File: config.mk
export PLATFORM = sky130hd
export DESIGN_NAME = gamma_lut_loader
export DESIGN_NICKNAME = d
export VERILOG_FILES = /design/src/rtl/gamma_pkg.sv /design/src/rtl/gamma_shadow_ram.sv /design/src/rtl/gamma_lut_loader.sv
export SDC_FILE = /design/constraint.sdc
export NUM_CORES = 2
export LEC_CHECK = 0
export CORE_UTILIZATION = 63
export DETAILED_ROUTE_END_ITERATION = 6
export DONT_BUFFER_PORTS = 1
export PLACE_DENSITY = 0.77
export SLEW_MARGIN = 0
export SYNTH_ARGS = -nofsm -noshare
export SYNTH_HDL_FRONTEND = slang
export SYNTH_SLANG_ARGS = --single-unit
File: constraint.sdc
create_clock -name clk -period 5.7 [get_ports clk]
set_input_delay 0 -clock clk [delete_from_list [all_inputs] [get_ports clk]]
set_output_delay 0 -clock clk [all_outputs]
set_load 0.01 [all_outputs]
File: src/rtl/gamma_pkg.sv
// Shared constants and FSM state type for the gamma LUT loader.
package gamma_pkg;

  localparam int         LUT_DEPTH    = 256;
  localparam int         LUT_AW       = 8;
  localparam logic [7:0] DEF_CMD_BYTE = 8'hA5;

  typedef enum logic [2:0] {
    IDLE,
    CMD,
    DATA,
    CHK,
    WAIT_STOP,
    TX
  } state_e;

endpackage

File: src/rtl/gamma_shadow_ram.sv
// 256x8 simple dual-port shadow RAM: one write port, one registered read port.
module gamma_shadow_ram
  import gamma_pkg::*;
(
  input  logic              clk,
  input  logic              wr_en,
  input  logic [LUT_AW-1:0] wr_addr,
  input  logic [7:0]        wr_data,
  input  logic              rd_en,
  input  logic [LUT_AW-1:0] rd_addr,
  output logic [7:0]        rd_data
);

  logic [7:0] mem_q [LUT_DEPTH];
  logic [7:0] rd_data_q;

  // Contents are deliberately not reset; only a committed frame is ever read.
  always_ff @(posedge clk) begin
    if (wr_en) mem_q[wr_addr] <= wr_data;
    if (rd_en) rd_data_q <= mem_q[rd_addr];
  end

  assign rd_data = rd_data_q;

endmodule

File: src/rtl/gamma_lut_loader.sv
// Captures a 256-entry gamma table from an I2C byte stream and replays a good frame
// as one SOP/EOP/VLD packet. Optional trailing checksum byte: `define GAMMA_LUT_CHKSUM_EN.
//
// state     | meaning
// IDLE      | waiting for I2C start
// CMD       | expecting the command byte
// DATA      | writing table entries into shadow RAM
// CHK       | expecting checksum byte (checksum build only)
// WAIT_STOP | full table received, waiting for I2C stop to commit
// TX        | replaying shadow RAM as a 256-beat packet
module gamma_lut_loader
  import gamma_pkg::*;
#(
  parameter logic [7:0] CMD_BYTE = DEF_CMD_BYTE
) (
  input  logic       clk,
  input  logic       rst,
  input  logic       rx_start,
  input  logic       rx_stop,
  input  logic       rx_vld,
  input  logic [7:0] rx_byte,
  output logic       SOP,
  output logic       EOP,
  output logic       VLD,
  output logic [7:0] packet_data,
  output logic       busy,
  output logic       load_done,
  output logic       load_err
);

  localparam logic [8:0] CNT_LAST = 9'(LUT_DEPTH - 1);

  state_e      state_q, state_d;
  logic [8:0]  cnt_q, cnt_d;
  logic        rd_vld_q, rd_vld_d, rd_sop_q, rd_sop_d, rd_eop_q, rd_eop_d;
  logic        sop_q, sop_d, eop_q, eop_d, vld_q, vld_d;
  logic [7:0]  pkt_q, pkt_d;
  logic        busy_q, busy_d, done_q, done_d, err_q, err_d;
`ifdef GAMMA_LUT_CHKSUM_EN
  logic [7:0]  sum_q, sum_d;
`endif

  logic              wr_en, rd_en, commit, last_wr;
  logic [LUT_AW-1:0] rd_addr;
  logic [7:0]        ram_rdata;

  gamma_shadow_ram u_ram (
    .clk     (clk),
    .wr_en   (wr_en),
    .wr_addr (cnt_q[LUT_AW-1:0]),
    .wr_data (rx_byte),
    .rd_en   (rd_en),
    .rd_addr (rd_addr),
    .rd_data (ram_rdata)
  );

  always_comb begin
    state_d  = state_q;
    cnt_d    = cnt_q;
    err_d    = 1'b0;
    wr_en    = 1'b0;
    rd_en    = 1'b0;
    rd_addr  = cnt_q[LUT_AW-1:0];
    rd_vld_d = 1'b0;
    rd_sop_d = 1'b0;
    rd_eop_d = 1'b0;
    commit   = 1'b0;
    last_wr  = 1'b0;
`ifdef GAMMA_LUT_CHKSUM_EN
    sum_d    = sum_q;
`endif

    // A byte arriving together with stop is processed before the stop.
    case (state_q)
      IDLE: if (rx_start) state_d = CMD;
      CMD: begin
        if (rx_start) state_d = CMD;
        else begin
          if (rx_vld) begin
            if (rx_byte == CMD_BYTE) begin
              state_d = DATA;
              cnt_d   = '0;
`ifdef GAMMA_LUT_CHKSUM_EN
              sum_d   = '0;
`endif
            end else begin
              err_d   = 1'b1;
              state_d = IDLE;
            end
          end
          if (rx_stop) begin
            err_d   = 1'b1;
            state_d = IDLE;
          end
        end
      end
      DATA: begin
        if (rx_start) state_d = CMD;
        else begin
          if (rx_vld) begin
            wr_en   = 1'b1;
            cnt_d   = cnt_q + 9'd1;
            last_wr = (cnt_q == CNT_LAST);
`ifdef GAMMA_LUT_CHKSUM_EN
            sum_d   = sum_q + rx_byte;
`endif
          end
          if (last_wr) begin
`ifdef GAMMA_LUT_CHKSUM_EN
            state_d = CHK;
            if (rx_stop) begin
              err_d   = 1'b1;
              state_d = IDLE;
            end
`else
            if (rx_stop) commit = 1'b1;
            else         state_d = WAIT_STOP;
`endif
          end else if (rx_stop) begin
            err_d   = 1'b1;
            state_d = IDLE;
          end
        end
      end
`ifdef GAMMA_LUT_CHKSUM_EN
      CHK: begin
        if (rx_start) state_d = CMD;
        else if (rx_vld) begin
          if (rx_byte == sum_q) begin
            if (rx_stop) commit  = 1'b1;
            else         state_d = WAIT_STOP;
          end else begin
            err_d   = 1'b1;
            state_d = IDLE;
          end
        end else if (rx_stop) begin
          err_d   = 1'b1;
          state_d = IDLE;
        end
      end
`endif
      WAIT_STOP: begin
        if (rx_start) state_d = CMD;
        else if (rx_vld) begin
          err_d   = 1'b1;
          state_d = IDLE;
        end else if (rx_stop) commit = 1'b1;
      end
      TX: begin
        if (rx_start) err_d = 1'b1;
        if (!cnt_q[8]) begin
          rd_en    = 1'b1;
          rd_vld_d = 1'b1;
          rd_eop_d = (cnt_q == CNT_LAST);
          cnt_d    = cnt_q + 9'd1;
        end
        if (eop_q) state_d = IDLE;
      end
      default: state_d = IDLE;
    endcase

    // Entry 0 is read in the commit cycle so SOP lands two cycles after stop.
    if (commit) begin
      state_d  = TX;
      rd_en    = 1'b1;
      rd_addr  = '0;
      rd_vld_d = 1'b1;
      rd_sop_d = 1'b1;
      cnt_d    = 9'd1;
    end
  end

  always_comb begin
    vld_d  = rd_vld_q;
    sop_d  = rd_sop_q;
    eop_d  = rd_eop_q;
    pkt_d  = rd_vld_q ? ram_rdata : 8'h00;
    busy_d = (state_d == TX);
    done_d = (state_q == TX) && eop_q;
  end

  always_ff @(posedge clk or negedge rst) begin
    if (!rst) begin
      state_q  <= IDLE;
      cnt_q    <= '0;
      rd_vld_q <= 1'b0;
      rd_sop_q <= 1'b0;
      rd_eop_q <= 1'b0;
      sop_q    <= 1'b0;
      eop_q    <= 1'b0;
      vld_q    <= 1'b0;
      pkt_q    <= '0;
      busy_q   <= 1'b0;
      done_q   <= 1'b0;
      err_q    <= 1'b0;
`ifdef GAMMA_LUT_CHKSUM_EN
      sum_q    <= '0;
`endif
    end else begin
      state_q  <= state_d;
      cnt_q    <= cnt_d;
      rd_vld_q <= rd_vld_d;
      rd_sop_q <= rd_sop_d;
      rd_eop_q <= rd_eop_d;
      sop_q    <= sop_d;
      eop_q    <= eop_d;
      vld_q    <= vld_d;
      pkt_q    <= pkt_d;
      busy_q   <= busy_d;
      done_q   <= done_d;
      err_q    <= err_d;
`ifdef GAMMA_LUT_CHKSUM_EN
      sum_q    <= sum_d;
`endif
    end
  end

  assign SOP         = sop_q;
  assign EOP         = eop_q;
  assign VLD         = vld_q;
  assign packet_data = pkt_q;
  assign busy        = busy_q;
  assign load_done   = done_q;
  assign load_err    = err_q;

endmodule
==> qor.csv <==
metric;value;unit
DRC violations left;0;
flops & latches, synth;2085;
Synth Area in XOR/XNOR;0;
Distinct cells, synth;72;
syn nets;5209;
fin crit period;5592;ps
Final setup viols;0;
CTS max path bufs;3;
GR Overflow Total;0;
post-place setup slack;166.6;ps
CTS tree;done;
final wirelength;228000;um
Crit. End Element;register;
initial drt markers;8855;
Detail Route Antenna Nets;0;
Worst slew margin;-0.01465;
Crit path buffers/inverters;3;
VDD IR max;275.9;uV
slowest CP cell;nor4bb_2;
Via-to-Cell Ratio;7.126;
worst endpoint data arrival time;6130;ps
pwr/cell area;352.1;mW/mm^2
I/O Pins;27;
Layout area overhead;9.834;%
required time worst endpoint;6240;ps
die width;366.1;um
Post-Syn Area;0.08350;mm^2
syn_area_per_cell;16.09;um^2
Worst Tran Pin Value;1522;ps
max-slew violation count;72;
setup_tns;0;ps
Worst setup SP type;register;
Leak;27.89;nW
CP dominant cell by count;ha_1;
clk_lat worst skew;840;ps
htree depth;4;
critical path's largest stage delay;680;ps
Die Y;366.1;um
post-synth top area share;0.7394;
post-route cell area;0.09172;mm^2
HPWL after DPL;126900;um
ys async rst share;0.01391;
clk sinks;2085;
first-pass GRT wire length;328900;um
crit-path leading delay family;simple AND/OR/NAND/NOR gates;
Yosys top cell by area;edfxtp_1;
largest family of logic cells by synthesized area;compound AO/OA/AOI/OAI gates;
mux cell area share after synthesis;0.08443;
WL/cell;32.22;um
Port Buffer Count;0;
DR vias;50435;
max_cap viols;1;
Post-Synthesis Cells;5190;
Peak Freq;0.1788;GHz
Post-synth EDFFs;2056;
ratio of cells with drive above 1 in the final layout;0.1271;
Final period util;0.9811;
TritonRoute pass-1 iters;6;
Final WS setup;107.9;ps
Core Region;0.1315;mm^2
worst clock skew;35.87;ps
vias in the first global route;47722;
Synth Area in Adders;0.0008990;
YS warnings;0;
largest net degree at the start of global routing;258;
status;finished with violations;
gpl congestion;0.9551;
failing checks;capacitance limit, slew limit;
critical setup path kind;reg -> reg;
worst-path cell chain;ha_1 > nand3_2 > nand2b_1 > nor2_1 > ha_1 > nand4b_1 > a21o_4 > clkinv_4 > buf_12 > nor2_4 > buf_4 > o22ai_1 > o311ai_0 > nand2_1 > nor4bb_2 > nor4_2;
ys flop type;edfxtp_1;
Seq/Total Area, Yosys;0.7480;
GRT Total Usage;0.3381;
Reg clk slew, reported paths;70;ps
cells taking the most area after synthesis;edfxtp_1, mux2i_1, mux4_2;
Post-Synth Simple-Gate Area;0.05240;
Die Footprint;0.1340;mm^2
RSZ-0062 raised after global routing;no;
total CTS buffers;195;
DP Area;0.08508;mm^2
worst min-delay path category;in -> reg;
initial core utilization;0.6352;
Fill cells;8156;
nets@finish;5173;
initial antenna violation count;12;
final hold violations;0;
worst-path fanout max;97;
Compound-Gate Fraction of Synth Area;0.09257;
overall power;32.30;mW
Clk Tree Root Cell;clkbuf_16;
row cnt;133;
## metrics by stage
step | hold WS, ps | utilization | cells
2_1_floorplan | -295.6 | - | 5190
3_3_place_gp | -294.3 | 0.6471 | 6687
3_5_place_dp | -294.4 | 0.6471 | 6687
4_1_cts | 11.91 | 0.6972 | 7074
5_1_grt | 128.1 | 0.6976 | 7074
6_report | 74.48 | 0.6976 | 7078
## cells in the final DEF (no fill, tap or decap), types with 38 or more instances in the layout
| master | netlist | layout |
|---|---|---|
| edfxtp_1 | 2056 | 2056 |
| nor2_1 | 544 | 541 |
| mux2i_1 | 323 | 323 |
| o21ai_0 | 264 | 263 |
| a21oi_1 | 210 | 210 |
| clkbuf_16 | 0 | 197 |
| nand2_1 | 154 | 151 |
| mux2_2 | 137 | 137 |
| o22ai_1 | 112 | 112 |
| buf_4 | 18 | 106 |
| mux4_2 | 101 | 101 |
| nor3_1 | 93 | 91 |
| a211oi_1 | 72 | 72 |
| clkbuf_1 | 193 | 66 |
| o221ai_1 | 63 | 63 |
| o211ai_1 | 47 | 47 |
| a221oi_1 | 47 | 47 |
| clkinv_1 | 1 | 38 |
## layout make-up
type	instances	area (um^2)	share of cell area
repair buffers	140	1386	0.01512
clock inverters	93	913.4	0.009959
flip-flops and latches	2085	62480	0.6812
inverters	27	111.4	0.001214
multi-input cells	2705	19360	0.2111
well taps	1755	2196	0.02394
clock buffers	269	5260	0.05735
diodes	4	10.01	0.0001091
## synth_stat cells (39+ instances only)
master and n:
a211oi_1 72, a21oi_1 210, a221oi_1 47, buf_2 132, clkbuf_1 193, edfxtp_1 2056
mux2_2 137, mux2i_1 323, mux4_2 101, nand2_1 154, nand3_1 39, nor2_1 544
nor3_1 93, o211ai_1 47, o21ai_0 264, o221ai_1 63, o22ai_1 112
## flip-flops by register name, summed over array words and instances (netlist names), 3 cells and up
name,cells
state_q,3
u_ram.rd_data,8
packet_data,8
u_ram.mem_q,2048
cnt_q,9
## worst min-delay path, delay by kind of cell
kind	cells	cell delay, ps
compound gates	2	200
simple gates	2	120
buf+inv	1	550
## what timing repair did
item                                   4_1_cts  5_1_grt
setup buffers                                0        0
setup endpoints to repair                    0        7
resized for setup                            0        8
hold buffers                                25        0
endpoints found under the hold margin     2106        0
## power breakdown
part	total [mW]	internal, mW	switching [mW]
Combinational	2.75	0.926	1.82
Clock	12.7	7.07	5.62
Sequential	16.9	16.9	0.00470
## per-layer routing
metal  up-vias  GRT usage  wire (um)
li1      20563          -          -
met1     25026     0.4833      82960
met2      4161     0.4899     101000
met3       673    0.09067      32050
met4        12     0.1589      11940
met5         -          0         74
## final timing paths
kind / startpoint / cells past startpoint / slack, ps / endpoint
min in group asynchronous: rst / 4 / 510 / packet_data[5]
max: cnt_q[0] / 16 / 110 / u_ram.rd_data[2]
max in group asynchronous: rst / 4 / 4960 / VLD
min reg2reg: eop_d / 0 / 360 / EOP
max reg2reg: cnt_q[0] / 16 / 110 / u_ram.rd_data[2]
min: rx_stop / 5 / 70 / state_q[1]
## cells by family (layout without fill, tap and decap cells)
| family | count (synthesis) | after routing |
|---|---|---|
| flip-flops | 2085 | 2085 |
| adder cells (fa/ha/maj) | 6 | 6 |
| buffers and inverters | 400 | 529 |
| AND/OR/NAND/NOR | 992 | 992 |
| AO/OA/AOI/OAI | 1146 | 1146 |
| multiplexers | 561 | 561 |
| other | 0 | 4 |
No activity file was read; power rests on OpenSTA's default activity.
